==> src/rtl/turbo_pkg.sv <==
// Shared turbo decoder definitions: iteration controller state encoding,
// SISO order select values and default iteration bounds.
package turbo_pkg;

   typedef enum logic [2:0] {
      ST_IDLE   = 3'd0,
      ST_START1 = 3'd1,
      ST_RUN1   = 3'd2,
      ST_START2 = 3'd3,
      ST_RUN2   = 3'd4,
      ST_CHECK  = 3'd5,
      ST_FINISH = 3'd6
   } iter_state_e;

   localparam logic SEL_NAT = 1'b0;
   localparam logic SEL_ILV = 1'b1;

   localparam int DEF_MAX_ITER = 16;
   localparam int DEF_MIN_ITER = 2;
   localparam int DEF_ITER_W   = 5;

   // A request of 0 selects the full budget; anything larger is clamped to it.
   function automatic int clamp_limit(input int req, input int max_iter);
      if (req == 0 || req > max_iter) begin
         return max_iter;
      end
      return req;
   endfunction

endpackage

==> src/rtl/turbo_iter_ctrl.sv <==
// Turbo decoder iteration controller: drives one SISO engine through DEC1
// (natural order) / DEC2 (interleaved order) half-iterations until limit or convergence.
module turbo_iter_ctrl
   import turbo_pkg::*;
#(
   parameter int MAX_ITER = DEF_MAX_ITER,
   parameter int MIN_ITER = DEF_MIN_ITER,
   parameter int ITER_W   = DEF_ITER_W
) (
   input  logic              clk_p_i,
   input  logic              reset_n_i,
   input  logic              start_i,
   input  logic [ITER_W-1:0] max_iter_i,
   input  logic              early_en_i,
   input  logic              abort_i,
   input  logic              siso_done_i,
   input  logic              hd_equal_i,
   output logic              siso_start_o,
   output logic              siso_sel_o,
   output logic              busy_o,
   output logic              done_o,
   output logic [ITER_W-1:0] iter_cnt_o,
   output logic              early_stop_o
);

   // Handshake: start_i is a request accepted only while idle (busy_o=0);
   // siso_start_o launches one half-iteration and siso_done_i is honoured only
   // while waiting for it; done_o pulses once per block that was not aborted.

   localparam logic [ITER_W-1:0] MIN_L = ITER_W'(MIN_ITER);

   iter_state_e       state_q;
   iter_state_e       state_d;
   logic [ITER_W-1:0] limit_r;
   logic              early_en_r;
   logic              conv_r;

   logic              start_acc;
   logic              half2_done;
   logic              early_hit;
   logic              limit_hit;
   logic [ITER_W-1:0] limit_in;

   assign limit_in  = ITER_W'(clamp_limit(int'(max_iter_i), MAX_ITER));
   assign early_hit = early_en_r && conv_r && (iter_cnt_o >= MIN_L);
   assign limit_hit = (iter_cnt_o == limit_r);

   always_comb begin
      state_d    = state_q;
      start_acc  = 1'b0;
      half2_done = 1'b0;
      case (state_q)
         ST_IDLE: begin
            if (start_i) begin
               state_d   = ST_START1;
               start_acc = 1'b1;
            end
         end
         ST_START1: state_d = ST_RUN1;
         ST_RUN1: begin
            if (siso_done_i) begin
               state_d = ST_START2;
            end
         end
         ST_START2: state_d = ST_RUN2;
         ST_RUN2: begin
            if (siso_done_i) begin
               state_d    = ST_CHECK;
               half2_done = 1'b1;
            end
         end
         ST_CHECK: begin
            if (early_hit || limit_hit) begin
               state_d = ST_FINISH;
            end else begin
               state_d = ST_START1;
            end
         end
         ST_FINISH: state_d = ST_IDLE;
         default:   state_d = ST_IDLE;
      endcase
      // Abort overrides every transition, including a start in the same cycle.
      if (abort_i) begin
         state_d    = ST_IDLE;
         start_acc  = 1'b0;
         half2_done = 1'b0;
      end
   end

   always_ff @(posedge clk_p_i or negedge reset_n_i) begin
      if (!reset_n_i) begin
         state_q      <= ST_IDLE;
         limit_r      <= '0;
         early_en_r   <= 1'b0;
         conv_r       <= 1'b0;
         siso_start_o <= 1'b0;
         siso_sel_o   <= SEL_NAT;
         busy_o       <= 1'b0;
         done_o       <= 1'b0;
         iter_cnt_o   <= '0;
         early_stop_o <= 1'b0;
      end else begin
         state_q      <= state_d;
         // Outputs follow the state being entered so they align with it.
         siso_start_o <= (state_d == ST_START1) || (state_d == ST_START2);
         busy_o       <= (state_d != ST_IDLE);
         done_o       <= (state_d == ST_FINISH);
         if (state_d == ST_START1) begin
            siso_sel_o <= SEL_NAT;
         end else if (state_d == ST_START2) begin
            siso_sel_o <= SEL_ILV;
         end
         if (start_acc) begin
            limit_r      <= limit_in;
            early_en_r   <= early_en_i;
            conv_r       <= 1'b0;
            iter_cnt_o   <= '0;
            early_stop_o <= 1'b0;
         end
         if (half2_done) begin
            iter_cnt_o <= iter_cnt_o + 1'b1;
            conv_r     <= hd_equal_i;
         end
         if (state_q == ST_CHECK && early_hit && !abort_i) begin
            early_stop_o <= 1'b1;
         end
      end
   end

endmodule

==> config.mk <==
export PLATFORM = sky130hd
export DESIGN_NAME = turbo_iter_ctrl
export DESIGN_NICKNAME = d
export VERILOG_FILES = /design/src/rtl/turbo_pkg.sv /design/src/rtl/turbo_iter_ctrl.sv
export SDC_FILE = /design/constraint.sdc
export NUM_CORES = 1
export LEC_CHECK = 0
export BUFFER_PORTS_ARGS = -buffer_cell sky130_fd_sc_hd__buf_2
export CAP_MARGIN = 20
export CORE_ASPECT_RATIO = 0.75
export CORE_MARGIN = 5
export CORE_UTILIZATION = 45
export DETAILED_ROUTE_END_ITERATION = 12
export PLACE_DENSITY = 0.77
export SETUP_SLACK_MARGIN = 0.05
export SYNTH_ARGS = -nofsm -noshare
export SYNTH_HDL_FRONTEND = slang
export SYNTH_SLANG_ARGS = --single-unit
export TNS_END_PERCENT = 30
==> constraint.sdc <==
create_clock -name clk_p_i -period 1.9 [get_ports clk_p_i]
set_input_delay 0.19 -clock clk_p_i [delete_from_list [all_inputs] [get_ports clk_p_i]]
set_output_delay 0.19 -clock clk_p_i [all_outputs]
set_load 0.01 [all_outputs]
==> run metrics, run 1 <==
run status complete, no violations; largest net degree at the start of global routing 21; port bufs 21; hold crit path type input port to flop; setup_tns 0 ns; critical-path cell list or4_4 -> o211ai_4 -> o211ai_2 -> a22oi_2 -> o21ai_2; Via density between 5 and 6; Slowest-stage cell, CP or4_4; Post-synth ARST share 100%; Die ar. between 3000 and 4000 µm²; wire per inst around 14 µm; placer congestion estimate between 0.8 and 0.9; crit path kind flop to flop; Detail Route Antenna Nets 0; drt pass-1 iters 4; htree depth 1; vias in the first global route around 820; Avg Cell Area, Syn about 10 µm²; first-pass GRT wire length 3790 µm; clock latency on the worst-skew pair ~0.3 ns; FILL cells ~210; Fmax approximately 580 MHz; FF+latch count, synth 20; final wirelength 2190 µm; Required @ worst endpoint about 2.1 ns; Worst-Margin Slew between 0.4 and 0.5 ns; Min-Delay Path Depth 2; endpoints failing hold 0; Pins Over Slew Limit 0; clk sink count 20; Detail Placement HPWL around 1700 µm; layout cell share with drive strength beyond 1 between 20% and 30%; number of remaining DRC errors 0; CTS Root Buffer Type clkbuf_4; worst reg-to-reg path cell count 5; clock buffer depth 2; Worst slew margin 70.6%; area delta synth->final 19.5%; fin nets around 150; most frequent cell after synthesis dfrtp_1; ranking of synthesized cells by area dfrtp_1 (49%), o21ai_0 (5.8%), xnor2_1 (5.1%), nand2_1 (4.0%), ha_1 (3.6%); crit end category flop; initial core utilization a little under half; Antenna Cells 0; Initial DRC Count 26; Clock Skew between 0.007 and 0.008 ns; synth warn 0; hold_ws slightly below 0.1 ns; RSZ-0062 raised after global routing false; Inserted Clock Buffers 3; gate count after technology mapping ~100; initial antenna violation count 0; worst-path fanout max 5; global-route usage over all layers approximately 15%; worst vdd ir between 0.5 and 0.6 mV; I/O pin cnt 22; Tmin final 1.72 ns; largest area contributor in the netlist dfrtp_1; Post-synth top cells dfrtp_1 (20), o21ai_0 (12), nand2_1 (11); Yosys cell types 32; Post-synth EDFFs 0; TritonCTS clock tree built; Critical Path Max Stage Delay 0.52 ns; Core Footprint 2250 µm²; chip width around 65 µm; Seq/Total Area, Yosys 48.5%; # Max-Cap Violations 0; Die Ht around 50 µm; Synth Cell Area roughly 1000 µm²; Final Util between 50 and 60%; Clock transition at path regs between 0.1 and 0.15 ns; top_reg_cell synth dfrtp_1; Power Density approximately 960 nW/µm²; total leakage power 0.611 nW; DR vias about 860; area share of the largest cell type after synthesis around half; Syn Nets about 120; Final period util between 90% and 100%; Cell Rows 15; final setup vio count 0; CP startpoint kind flop; critical path arrival 1.92 ns; GR Overflow Total 0
cell families (layout without fill, tap and decap cells):
kind of cell,after synthesis,after routing,synth area share [%]
compound gates,26,26,17.8
buf+inv,6,33,2.18
flops,20,20,48.5
mux,1,1,1.09
simple gates,40,40,20.8
fa+ha+maj,3,3,3.64
xor+xnor,7,7,5.95
final cells by class:
class | instances | area [µm²] | share of cell area [%]
Tap cell | 25 | 31.3 | 2.54
Inverter | 3 | 11.3 | 0.914
Multi-Input combinational cell | 77 | 508 | 41.2
Timing Repair Buffer | 26 | 145 | 11.8
Clock buffer | 4 | 36.3 | 2.94
Sequential cell | 20 | 500 | 40.6
flip-flops by register name, indices dropped and copies added (netlist names):
signal	cells
iter_cnt_o	5
siso_sel_o	1
conv_r	1
busy_o	1
early_en_r	1
limit_r	5
siso_start_o	1
early_stop_o	1
done_o	1
state_q	3
final timing paths:
path                                     from       endpoint  slack [ns]
worst min-delay path                  abort_i     state_q[1]         0.1
worst min register to register   early_stop_o   early_stop_o        0.52
max in group asynchronous           reset_n_i   siso_start_o        1.23
min in group asynchronous           reset_n_i  iter_cnt_o[4]        0.35
worst max register to register  iter_cnt_o[4]     siso_sel_o        0.18
worst max-delay path            iter_cnt_o[4]     siso_sel_o        0.18
routing by layer:
metal  part of all wire (%)  GRT usage (%)  wire length [µm]  vias to the layer above
li1                       -              -                 -                      412
met1                     45           19.4               980                      415
met2                     47           24.5              1040                       33
met3                    6.7           4.18               146                        2
met4                    1.1           3.10                25                        0
met5                      0              0                 0                        -
metrics by stage:
step	cells	power [W]	area, µm²	setup slack (ns)
final	155	0.00118	1230	0.177
after CTS	155	0.00119	1230	0.180
after detailed placement	150	0.000947	1190	0.214
after floorplan	103	0.000839	1030	0.206
after global placement	150	0.000934	1190	0.258
after global routing	155	0.00127	1230	0.0570
placed cells by master, fill, tap and decap left out, drive strengths merged, types with 3 or more instances in the layout:
cell type,Yosys,routed
nor2,6,6
clkbuf,3,4
o211ai,3,3
o21ai,14,14
buf,0,25
dfrtp,20,20
and2,4,4
xnor2,6,6
inv,3,3
nand2b,5,5
nand2,11,11
nand3,5,5
ha,3,3
what timing repair did:
action	in CTS	in global routing
setup buffers	0	0
hold buffers	1	0
hold endpoints to repair	20	0
resized for setup	0	0
worst max-delay path: cells and delay by family, from the launching register on:
| family | cells | cell delay, ns |
|---|---|---|
| compound gates | 4 | 0.64 |
| flops | 1 | 0.46 |
| simple gates | 1 | 0.52 |
power breakdown:
group	total, W	switching (W)	internal, W
logic	0.000341	0.000183	0.000158
registers	0.000597	0.0000840	0.000513
clock network	0.000244	0.000127	0.000117
(Power assumes the default switching activity.)
==> inputs of run 2 (changes only) <==
--- a/config.mk
+++ b/config.mk
@@ -10,8 +10,10 @@
 export CORE_ASPECT_RATIO = 0.75
 export CORE_MARGIN = 5
 export CORE_UTILIZATION = 45
+export CTS_CLUSTER_DIAMETER = 50
 export DETAILED_ROUTE_END_ITERATION = 12
 export PLACE_DENSITY = 0.77
+export RECOVER_POWER = 25
 export SETUP_SLACK_MARGIN = 0.05
 export SYNTH_ARGS = -nofsm -noshare
 export SYNTH_HDL_FRONTEND = slang
==> run 2 against run 1 <==
First-iteration DRC count rose by 15%. Critical path depth is the same. Sequential power about the same. Final cell count is the same. Total power about the same. Clock-buffer cell count is the same. Maximum frequency hardly changed. Routed wire length increased by 0.23%. Global-route usage did not move. Highest routed layer unchanged. Register-to-register slack hardly changed. Via count decreased by 0.70%. Largest power group unchanged.
==> run metrics, run 2 (synthesis results as in run 1) <==
Detail Route Antenna Nets 0 (unchanged); Antenna Cells 0 (unchanged); RSZ-0062 raised after global routing false; TritonCTS clock tree built; Core Footprint 2250 µm² (unchanged); Die ar. 3360 µm² (unchanged); critical path arrival 1.92 ns (about the same); most frequent cells in the layout dfrtp_1 (20), buf_2 (20), o21ai_0 (12); hold crit path type input port to flop; Slowest-stage cell, CP or4_4; final non-filler cell total 155 (unchanged); clock buffer depth 2 (unchanged); final instance area 1230 µm² (-0.10%); FILL cells 205 (unchanged); Fmax 580 MHz (about the same); Pins Over Slew Limit 0 (unchanged); Required @ worst endpoint 2.09 ns (about the same); worst-path fanout max 5 (unchanged); Worst-Margin Slew 1.07 ns (+0.628 ns); worst vdd ir 0.583 mV (about the same); worst reg-to-reg path cell count 5 (unchanged); top flop regs iter_cnt_o: 5 flops, limit_r: 5 flops, state_q: 3 flops; total leakage power 0.608 nW (-0.45%); GR Util met1 19.4% (unchanged); Critical Path Max Stage Delay 0.52 ns (about the same); hold endpoint state_q[1]; initial core utilization 45.8% (unchanged); crit path kind flop to flop; CP startpoint kind flop; area delta synth->final 19.4%; Final period util 90.7% (about the same); Die Ht 51.5 µm (unchanged); clk sink count 20 (unchanged); GR Overflow Total 0 (unchanged); chip width 65.3 µm (unchanged); Clock Skew 0.00776 ns (-0.000131 ns); Post-CTS Setup Repair Bufs 0 (unchanged); layout cell share with drive strength beyond 1 26.2% (-0.77 points); GRT Max-Usage Layer met2; Tmin final 1.72 ns (+0.000802 ns); Inserted Clock Buffers 3 (unchanged); final wirelength 2190 µm (+0.23%); Via density 5.52 (-0.70%); initial antenna violation count 0 (unchanged); crit end category flop; met2 Usage GRT 24.5% (unchanged); CTS Root Buffer Type clkbuf_4; R2R setup slack 0.18 ns (about the same); reg2reg end siso_sel_o; Initial DRC Count 30 (+15%); dpl cells 150 (unchanged); largest net degree at the start of global routing 21 (unchanged); setup_tns 0 ns (unchanged); # Max-Cap Violations 0 (unchanged); Power Density 960 nW/µm² (about the same); I/O pin cnt 22 (unchanged); vias in the first global route 824 (unchanged); Min-Delay Path Depth 2 (unchanged); Final Util 54.7% (-0.055 points); clock latency on the worst-skew pair 0.30 ns (about the same); number of remaining DRC errors 0 (unchanged); global-route usage over all layers 14.8% (unchanged); Clock transition at path regs 0.11 ns (about the same); placer congestion estimate 0.837 (unchanged); first-pass GRT wire length 3790 µm (unchanged); Placed Area 1190 µm² (unchanged); run status complete, no violations; DR vias 856 (-0.70%); drt pass-1 iters 4 (unchanged); final setup vio count 0 (unchanged); fin nets 146 (unchanged); htree depth 1 (unchanged); endpoints failing hold 0 (unchanged); GR Util met3 4.18% (unchanged); critical-path cell list or4_4 -> o211ai_4 -> o211ai_2 -> a22oi_2 -> o21ai_2; Worst slew margin 28.8% (-42 points); Cell Rows 15 (unchanged); Hold Startpoint abort_i; wire per inst 14.1 µm (+0.23%); worst r2r src iter_cnt_o[4]; port bufs 21 (unchanged); Detail Placement HPWL 1710 µm (unchanged)
## run 2: changes by cell type in the layout (fill, tap and decap cells not counted), sizes merged
| cell | change |
|---|---|
| clkbuf | +1 |
| buf | -1 |
## run 2: final cells by class
cell class                      count  area, µm²  area share [%]
Clock buffer                        4       36.3            2.95
Inverter                            3       11.3           0.915
Multi-Input combinational cell     77        508            41.3
Sequential cell                    20        500            40.7
Tap cell                           25       31.3            2.54
Timing Repair Buffer               26        144            11.7
## run 2: worst max path at each step
stage,from,end,slack [ns],cells past startpoint
4_1_cts,iter_cnt_o[4],siso_sel_o,0.18,5
3_3_place_gp,iter_cnt_o[4],siso_sel_o,0.26,5
6_report,iter_cnt_o[4],siso_sel_o,0.18,5
5_1_grt,state_q[2],iter_cnt_o[4],0.06,5
3_5_place_dp,iter_cnt_o[4],siso_sel_o,0.21,5
2_1_floorplan,iter_cnt_o[3],siso_sel_o,0.21,5
## run 2: timing repair
item / 4_1_cts / 5_1_grt
hold endpoints to repair: 20 / 0
resized for setup: 0 / 0
hold buffers: 1 / 0
## run 2: per-stage QoR
step / setup WS, ns / power, W / hold slack [ns]
after CTS: 0.180 / 0.00119 / 0.100
after global routing: 0.0570 / 0.00127 / 0.107
final: 0.176 / 0.00118 / 0.0986
after global placement: 0.258 / 0.000934 / 0.158
after floorplan: 0.206 / 0.000839 / -0.106
after detailed placement: 0.214 / 0.000947 / 0.164
## run 2: worst max-delay path: cells and delay by family (launching register included)
kind | cells | cell delay, ns
and+or+nand+nor | 1 | 0.52
DFF | 1 | 0.46
AOI/OAI and AO/OA | 4 | 0.65
## run 2: report_power, final
part           leakage, nW  switching, W  internal, W
clock network       0.0210      0.000127     0.000117
logic                0.320      0.000183     0.000158
registers            0.268     0.0000840     0.000513
total                0.608      0.000394     0.000788
## run 2: routing by layer
metal	share of wire, %	wire length, µm
met1	45	977
met2	47	1040
met3	6.7	147
met4	1.1	25
met5	0	0
